## config.mk

```make
export PLATFORM = sky130hd
export DESIGN_NAME = alu_req_arbiter
export DESIGN_NICKNAME = d
export VERILOG_FILES = /design/src/rtl/alu_req_arbiter.sv
export SDC_FILE = /design/constraint.sdc
export NUM_CORES = 1
export LEC_CHECK = 0
export BUFFER_PORTS_ARGS = -buffer_cell sky130_fd_sc_hd__buf_2
export CELL_PAD_IN_SITES_DETAIL_PLACEMENT = 0
export CELL_PAD_IN_SITES_GLOBAL_PLACEMENT = 2
export CORE_MARGIN = 2
export CORE_UTILIZATION = 20
export CTS_CLUSTER_SIZE = 25
export DETAILED_ROUTE_END_ITERATION = 10
export GPL_TIMING_DRIVEN = 0
export PLACE_DENSITY_LB_ADDON = 0.2
export REMOVE_ABC_BUFFERS = 1
export SYNTH_ARGS = -nofsm -noshare
export SYNTH_HDL_FRONTEND = slang
export SYNTH_SLANG_ARGS = --single-unit
export TNS_END_PERCENT = 30
```

## constraint.sdc

```tcl
create_clock -name clk -period 2 [get_ports clk]
set_clock_uncertainty 0.2 [all_clocks]
set_input_delay 0.1 -clock clk [delete_from_list [all_inputs] [get_ports clk]]
set_output_delay 0.1 -clock clk [all_outputs]
set_load 0.05 [all_outputs]
```

## src/rtl/alu_req_arbiter.sv

```systemverilog
// Round-robin arbiter that shares one registered 8-bit ALU among NUM_REQ requesters.
// Optional divide-by-zero trap is enabled by defining ALU_DIV_ZERO_CHECK_EN.
module alu_req_arbiter #(
    parameter int unsigned NUM_REQ = 4,
    parameter int unsigned ID_W    = 2
) (
    input  logic                 clk,
    input  logic                 rst,
    input  logic [NUM_REQ-1:0]   req_valid,
    output logic [NUM_REQ-1:0]   req_ready,
    input  logic [NUM_REQ*8-1:0] req_a,
    input  logic [NUM_REQ*8-1:0] req_b,
    input  logic [NUM_REQ*2-1:0] req_sel,
    output logic [7:0]           alu_a,
    output logic [7:0]           alu_b,
    output logic [1:0]           alu_sel,
    input  logic [7:0]           alu_out,
    input  logic                 alu_carry,
    output logic                 resp_valid,
    input  logic                 resp_ready,
    output logic [7:0]           resp_data,
    output logic                 resp_carry,
    output logic [ID_W-1:0]      resp_id,
    output logic                 resp_err,
    output logic                 busy
);

    typedef enum logic [1:0] {StIdle, StIssue, StCapture, StResp} state_e;

    state_e          state_q, state_d;
    logic [ID_W-1:0] ptr_q, ptr_d;
    logic [ID_W-1:0] id_q, id_d;
    logic [7:0]      op_a_q, op_a_d;
    logic [7:0]      op_b_q, op_b_d;
    logic [1:0]      op_sel_q, op_sel_d;
    logic [7:0]      resp_data_q, resp_data_d;
    logic            resp_carry_q, resp_carry_d;

    logic            grant_found;
    logic [ID_W-1:0] grant_idx;
    logic [7:0]      win_a, win_b;
    logic [1:0]      win_sel;

`ifdef ALU_DIV_ZERO_CHECK_EN
    logic            dz_q, dz_d;
    logic            resp_err_q, resp_err_d;
`endif

    // Two descending passes: the lowest index at/above ptr wins, else the lowest below it.
    always_comb begin
        grant_found = 1'b0;
        grant_idx   = '0;
        for (int i = int'(NUM_REQ) - 1; i >= 0; i--) begin
            if (req_valid[i] && (i < int'(ptr_q))) begin
                grant_found = 1'b1;
                grant_idx   = ID_W'(i);
            end
        end
        for (int i = int'(NUM_REQ) - 1; i >= 0; i--) begin
            if (req_valid[i] && (i >= int'(ptr_q))) begin
                grant_found = 1'b1;
                grant_idx   = ID_W'(i);
            end
        end
    end

    always_comb begin
        win_a   = '0;
        win_b   = '0;
        win_sel = '0;
        for (int i = 0; i < int'(NUM_REQ); i++) begin
            if (grant_idx == ID_W'(i)) begin
                win_a   = req_a[8*i +: 8];
                win_b   = req_b[8*i +: 8];
                win_sel = req_sel[2*i +: 2];
            end
        end
    end

    // No grant is offered while reset is held so nothing can be accepted on a reset edge.
    always_comb begin
        req_ready = '0;
        for (int i = 0; i < int'(NUM_REQ); i++) begin
            req_ready[i] = rst && (state_q == StIdle) && grant_found && (grant_idx == ID_W'(i));
        end
    end

    always_comb begin
        state_d      = state_q;
        ptr_d        = ptr_q;
        id_d         = id_q;
        op_a_d       = op_a_q;
        op_b_d       = op_b_q;
        op_sel_d     = op_sel_q;
        resp_data_d  = resp_data_q;
        resp_carry_d = resp_carry_q;
`ifdef ALU_DIV_ZERO_CHECK_EN
        dz_d         = dz_q;
        resp_err_d   = resp_err_q;
`endif
        unique case (state_q)
            StIdle: begin
                if (grant_found) begin
                    state_d  = StIssue;
                    id_d     = grant_idx;
                    ptr_d    = (int'(grant_idx) == int'(NUM_REQ) - 1) ? '0
                                                                      : grant_idx + ID_W'(1);
                    op_a_d   = win_a;
                    op_b_d   = win_b;
                    op_sel_d = win_sel;
`ifdef ALU_DIV_ZERO_CHECK_EN
                    // Feed a harmless divisor so the ALU never sees x/0.
                    dz_d = (win_sel == 2'b11) && (win_b == 8'd0);
                    if (dz_d) begin
                        op_b_d = 8'd1;
                    end
`endif
                end
            end
            StIssue: begin
                state_d = StCapture;
            end
            StCapture: begin
                state_d      = StResp;
                resp_data_d  = alu_out;
                resp_carry_d = alu_carry;
`ifdef ALU_DIV_ZERO_CHECK_EN
                resp_err_d = dz_q;
                if (dz_q) begin
                    resp_data_d  = 8'hFF;
                    resp_carry_d = 1'b0;
                end
`endif
            end
            StResp: begin
                if (resp_ready) begin
                    state_d = StIdle;
                end
            end
            default: begin
                state_d = StIdle;
            end
        endcase
    end

    always_ff @(posedge clk) begin
        if (!rst) begin
            state_q      <= StIdle;
            ptr_q        <= '0;
            id_q         <= '0;
            op_a_q       <= '0;
            op_b_q       <= '0;
            op_sel_q     <= '0;
            resp_data_q  <= '0;
            resp_carry_q <= 1'b0;
`ifdef ALU_DIV_ZERO_CHECK_EN
            dz_q         <= 1'b0;
            resp_err_q   <= 1'b0;
`endif
        end else begin
            state_q      <= state_d;
            ptr_q        <= ptr_d;
            id_q         <= id_d;
            op_a_q       <= op_a_d;
            op_b_q       <= op_b_d;
            op_sel_q     <= op_sel_d;
            resp_data_q  <= resp_data_d;
            resp_carry_q <= resp_carry_d;
`ifdef ALU_DIV_ZERO_CHECK_EN
            dz_q         <= dz_d;
            resp_err_q   <= resp_err_d;
`endif
        end
    end

    assign alu_a      = op_a_q;
    assign alu_b      = op_b_q;
    assign alu_sel    = op_sel_q;
    assign resp_valid = (state_q == StResp);
    assign resp_data  = resp_data_q;
    assign resp_carry = resp_carry_q;
    assign resp_id    = id_q;
    assign busy       = (state_q != StIdle);

`ifdef ALU_DIV_ZERO_CHECK_EN
    assign resp_err = resp_err_q;
`else
    assign resp_err = 1'b0;
`endif

endmodule

```

# After elaboration in Yosys (flattened, before gate mapping)
# Index checks and enable logic that the tools add are counted.
# classes
order_cmp	6
eq_ne	9
n_reduce_logical	17
n_mux	30
add_sub_neg	1
# ops
operator	n
$mux W8	8
$mux W2	14
$logic_and A1 B1 Y1	12
$eq A2 B2 Y1 const B	4
$pmux W2 S4	1
$mux W1	7
$eq A2 B1 Y1 const B	3
$ge A1 B2 Y1 const A	2
$logic_not A2 Y1	2
$lt A1 B2 Y1 const A	2
$reduce_and A2 Y1	2
$add A2 B1 Y2 const B	1
$ge A2 B2 Y1 const A	1
$lt A2 B2 Y1 const A	1
$ne A2 B1 Y1 const B	1
$ne A2 B2 Y1 const B	1
$reduce_bool A2 Y1	1
# totals
elab_cells	71
out_inout_bits	36
register_bits	33
input_bits	88

# Logic depth before layout (Yosys ltp)
# depth
depth_word	14
mapped_depth	11
mapped_depth_nobuf	9

# Least setup slack after synthesis
# Ideal clock, no wire load.
# synth_path
path_kind	flip-flop to output port
from	register ptr_q[0]
to	output req_ready[3]
stages_incl_launch_ff	9
setup_slack_ns	-0.368
path_buffers	2
t_required_ns	1.700
t_arrival_ns	2.068
cell_sequence	dfxtp_1 > and2b_2 > nor3b_1 > o22ai_1 > inv_1 > ha_1 > buf_2 > clkbuf_1 > and3_1
# synth_lines
element	line	text
start, declared	31	logic [ID_W-1:0] ptr_q, ptr_d;
start signal, assigned	162	ptr_q <= ptr_d;
$lt A1 B2 Y1	54	if (req_valid[i] && (i < int'(ptr_q))) begin
$logic_and A1 B1 Y1	54	
$mux W2 (2 in a row)	54	
$mux W2 (3 in a row)	60	if (req_valid[i] && (i >= int'(ptr_q))) begin
$mux W2 *	60	
net grant_idx[0]	40	logic [ID_W-1:0] grant_idx;
$eq A2 B2 Y1 *	84	req_ready[i] = rst && (state_q == StIdle) && grant_found && (grant_idx == ID_W'(i));
$logic_and A1 B1 Y1 *	84	
end, declared	10	output logic [NUM_REQ-1:0] req_ready,
# Mark *: on every way through the listed nets, which the timed path passes. The rest lies on a longest branch.

# Worst setup path after layout
# layout_path
from	register ptr_q[0]
to	output req_ready[2]
# layout_via
elab_chain_cells	11
# layout_lines
element	line
$lt A2 B2 Y1	54
$logic_and A1 B1 Y1	54
$mux W2 (3 in a row)	54
$mux W2 (3 in a row)	60
$mux W2 *	60
net grant_idx[1]	40
$eq A2 B2 Y1 *	84
$logic_and A1 B1 Y1 *	84
# Marked as above.

==> flow_results.org <==
** Run status
- The run finished, with violations left.
- Violations in the final reports :: negative setup slack

** STA
- Post-layout min period :: 2230 ps
- Achievable frequency :: 449 MHz
- The worst pin sits at a relative slew slack of 51.5%.
- Setup repair after global routing could not meet its margin everywhere.
- The number of hold violations in the final report came to 0.
- Min setup slack post-route :: -226 ps
- Hold_ws :: 22.5 ps
- For the pin with the worst max-slew slack, the measured transition is 728 ps.
- Setup violations remaining at the end of the flow were counted as 22.
- Share of the clock period used by the worst path :: 111%
- The max-slew violation count came to 0.

** Routing
- Via count :: 2,494
- The count of nets left with antenna violations once routing finished came out at 0.
- Final routed DRC violation total :: 0
- The first routing iteration left 47 violations.
- The first detailed-routing pass took 4 iterations.
- After detailed routing, the average wire length per cell comes to 16.9 um.
- Dividing the detail-routed via count by the number of cells gives 4.41.
- The final layout contains routed wiring with a total length of 9.58 mm.

** Floorplan
- The die is 105 um tall.
- The region available for standard cell placement spans 9820 sq um.
- The die covers 10,900 sq um.
- Number of rows in the core area :: 36
- Die outline width :: 105 um
- Starting density of the core :: 20.6%
- In this run the count of I/O pins placed on the die edge is 124.

** Final layout
- Nets :: 527
- Cells with a size suffix above 1 make up 46.3% of the layout.
- Utilization after layout :: 37.3%
- Final non-filler cell area :: 3660 sq um
- ANT cells :: 0
- Compared with the post-synthesis result, the final layout area differs by 81.0%.
- Number of fillers in the final layout :: 1,076

** Job
- Number of max-cap violations :: 0

** Critical path
- Sequence of cells on the critical path :: and2b_2 > o32ai_4 > inv_2 > ha_4 > buf_6 > and3_4 > buf_6
- CP peak stage delay :: 330 ps
- STA classifies the critical path startpoint as a flip-flop.
- Total buffers and inverters traversed by the critical path :: 3
- The worst setup path is captured at an output pin.
- Critical path type :: reg -> out
- CP max-delay cell :: sky130_fd_sc_hd__dfxtp_2
- Worst-path maximum fanout :: 6
- The worst register-to-register path has a depth of 9.
- CP dominant cell by count :: sky130_fd_sc_hd__buf_6
- At the worst endpoint, the arrival time is 1930 ps.
- The critical path runs through a total of 7 cells.
- Required time at the endpoint of the critical path :: 1700 ps
- The kind of cell with the highest combined delay along the critical path is simple AND/OR/NAND/NOR gates.

** Placement
- Summed over all nets, the half-perimeter wirelength after detailed placement is 4.58 mm.
- After detailed placement, the total cell area comes to 2670 sq um.
- Routability-driven placement finished with a final weighted congestion of 0.719.
- Input and output buffers added on the ports amount to 122.
- Before CTS, the worst setup slack after placement is -1240 ps.

** GRT
- The number of antenna violations at the first check in global routing is 0.
- Via count of the first global-routing pass :: 2,517
- Entering global routing, the biggest net connects 41 pins.
- Global routing consumed, over all layers together, 16.7% of the routing resources.
- Sum of overflow across all layers after global routing :: 0
- Global-route wire length before repair :: 14.1 mm

** Synth
- Synth unique cells :: 30
- Summed over all instances, the cell type with the most area after synthesis is sky130_fd_sc_hd__dfxtp_1.
- Sequential cells were found to cover 32.6% of the synthesized design area.
- In this run, synthesis inferred 0 flip-flops with an integrated enable.
- Proportion of synthesized flip-flops having asynchronous set or reset :: 0%
- Summing every instance area after synthesis gives 2020 sq um.
- Synthesized flop and latch total :: 33
- Most area-consuming cells after synthesis :: sky130_fd_sc_hd__dfxtp_1 (33%), sky130_fd_sc_hd__a21oi_1 (14%), sky130_fd_sc_hd__a22oi_1 (6.7%)
- Most used flip-flop cell after synthesis :: sky130_fd_sc_hd__dfxtp_1
- Yosys warns :: 0
- In the synthesized netlist, the number of instances is 268.
- Area fraction of the dominant cell type after synthesis :: 32.6%
- Dividing the synthesized area by the synthesized cell count gives 7.55 sq um.

** Power
- In this run the static leakage power is 1.70 nW.
- Peak ir drop on the vdd network :: 0.560 mV
- Post-layout total power :: 5.74 mW
- Power density of the placed cells :: 1570 nW/um^2

** Clock network
- Clock tree synthesis inserted a total of 5 buffers.
- For the worst-skew pair, the clock arrives at the later sink with an insertion delay of 280 ps.
- H-tree depth :: 2
- TritonCTS built the clock tree.
- The clock drives 33 sinks.
- Clock-pin slew was measured on the worst setup and hold paths at 70 ps.
- Cell at the root of the clock tree :: sky130_fd_sc_hd__clkbuf_8
- Bufs on Longest Clock Path :: 2

** Worst hold path
- The worst hold path belongs to the class in -> reg.
- Along the worst hold path, the cell count comes to 5.
## repair_timing
| action | in CTS | in global routing |
|---|---|---|
| hold endpoints to repair | 27 | 0 |
| setup buffers | 24 | 1 |
| pin swaps | 14 | 17 |
| gates cloned | 3 | 3 |
| setup endpoints to repair | 26 | 26 |
| resized for setup | 42 | 29 |
| hold buffers | 27 | 0 |
## final timing paths
check	from	to	slack, ps
max	ptr_q[0]$_SDFFE_PN0P_	req_ready[2]	-230
min reg2reg	resp_id[1]$_SDFFE_PN0P_	resp_id[1]$_SDFFE_PN0P_	280
max reg2reg	ptr_q[0]$_SDFFE_PN0P_	alu_a[6]$_SDFFE_PN0P_	-200
min	req_a[11]	alu_a[3]$_SDFFE_PN0P_	20
## tightest hold or removal path, stage by stage
cell                      delay, ps
sky130_fd_sc_hd__buf_2           80
sky130_fd_sc_hd__a21oi_1         50
sky130_fd_sc_hd__o21ai_0         60
sky130_fd_sc_hd__a22oi_1         70
sky130_fd_sc_hd__a21oi_1        110
## layout by cell type, fill, tap and decap left out, types with 9 or more instances in the layout
master                            n
sky130_fd_sc_hd__o21ai_0         12
sky130_fd_sc_hd__a21oi_1         48
sky130_fd_sc_hd__buf_4           16
sky130_fd_sc_hd__dfxtp_1         31
sky130_fd_sc_hd__nand2_1         25
sky130_fd_sc_hd__mux2i_1          9
sky130_fd_sc_hd__inv_1           20
sky130_fd_sc_hd__buf_6            9
sky130_fd_sc_hd__o21ai_1         27
sky130_fd_sc_hd__buf_2          118
sky130_fd_sc_hd__a22oi_2         12
sky130_fd_sc_hd__nor2b_1         11
sky130_fd_sc_hd__dlygate4sd3_1   27
## routing by layer
layer | track usage [%] | vias to the layer above | wire length [um]
li1 | - | 1254 | -
met1 | 21.6 | 1158 | 4530
met2 | 28.8 | 75 | 4470
met3 | 3.68 | 7 | 505
met4 | 3.14 | 0 | 64
met5 | 0 | - | 0
## metrics by stage
stage	instances	TNS (ps)
2_1_floorplan	244	-9200
3_3_place_gp	499	-23700
3_5_place_dp	499	-22910
4_1_cts	561	-3990
5_1_grt	565	-5770
6_report	565	-4080
## flip-flops by register name (all words and copies together), names as in the netlist
signal      flops
resp_data       8
alu_sel         2
alu_a           8
alu_b           8
resp_id         2
state_q         2
ptr_q           2
resp_carry      1
## kinds of logic (layout without fill, tap and decap cells)
family	Yosys count	after routing	synth area share [%]
compound gates	120	120	33.4
fa+ha+maj	8	8	4.94
buf+inv	47	209	11.0
flops	33	33	32.6
mux	9	9	4.45
other cells	1	1	0.185
simple gates	50	52	13.3
## synth_stat cells, drive strengths merged, types with 2 or more instances
cell type	instances
a21boi	2
mux2i	9
dfxtp	33
clkbuf	9
ha	8
inv	23
and2b	2
and3	4
a22oi	18
nor2	3
o22ai	3
nor2b	12
nand2	25
buf	15
a21oi	56
o21ai	39
## final cells by class
class	instances	area (sq um)	share of cell area, %
clock buffer	5	68.8	1.88
timing repair buffer	178	1250	34.1
inverter	23	86.3	2.36
multi-input combinational	190	1370	37.2
clock inverter	3	65.1	1.78
tap	133	166	4.54
sequential	33	663	18.1
## report_power, final
part / internal, mW / switching [mW] / total [mW]
logic: 1.49 / 2.48 / 3.97
registers: 0.888 / 0.122 / 1.01
clock network: 0.495 / 0.264 / 0.760
Note: power is estimated with default switching activity, not from simulation.
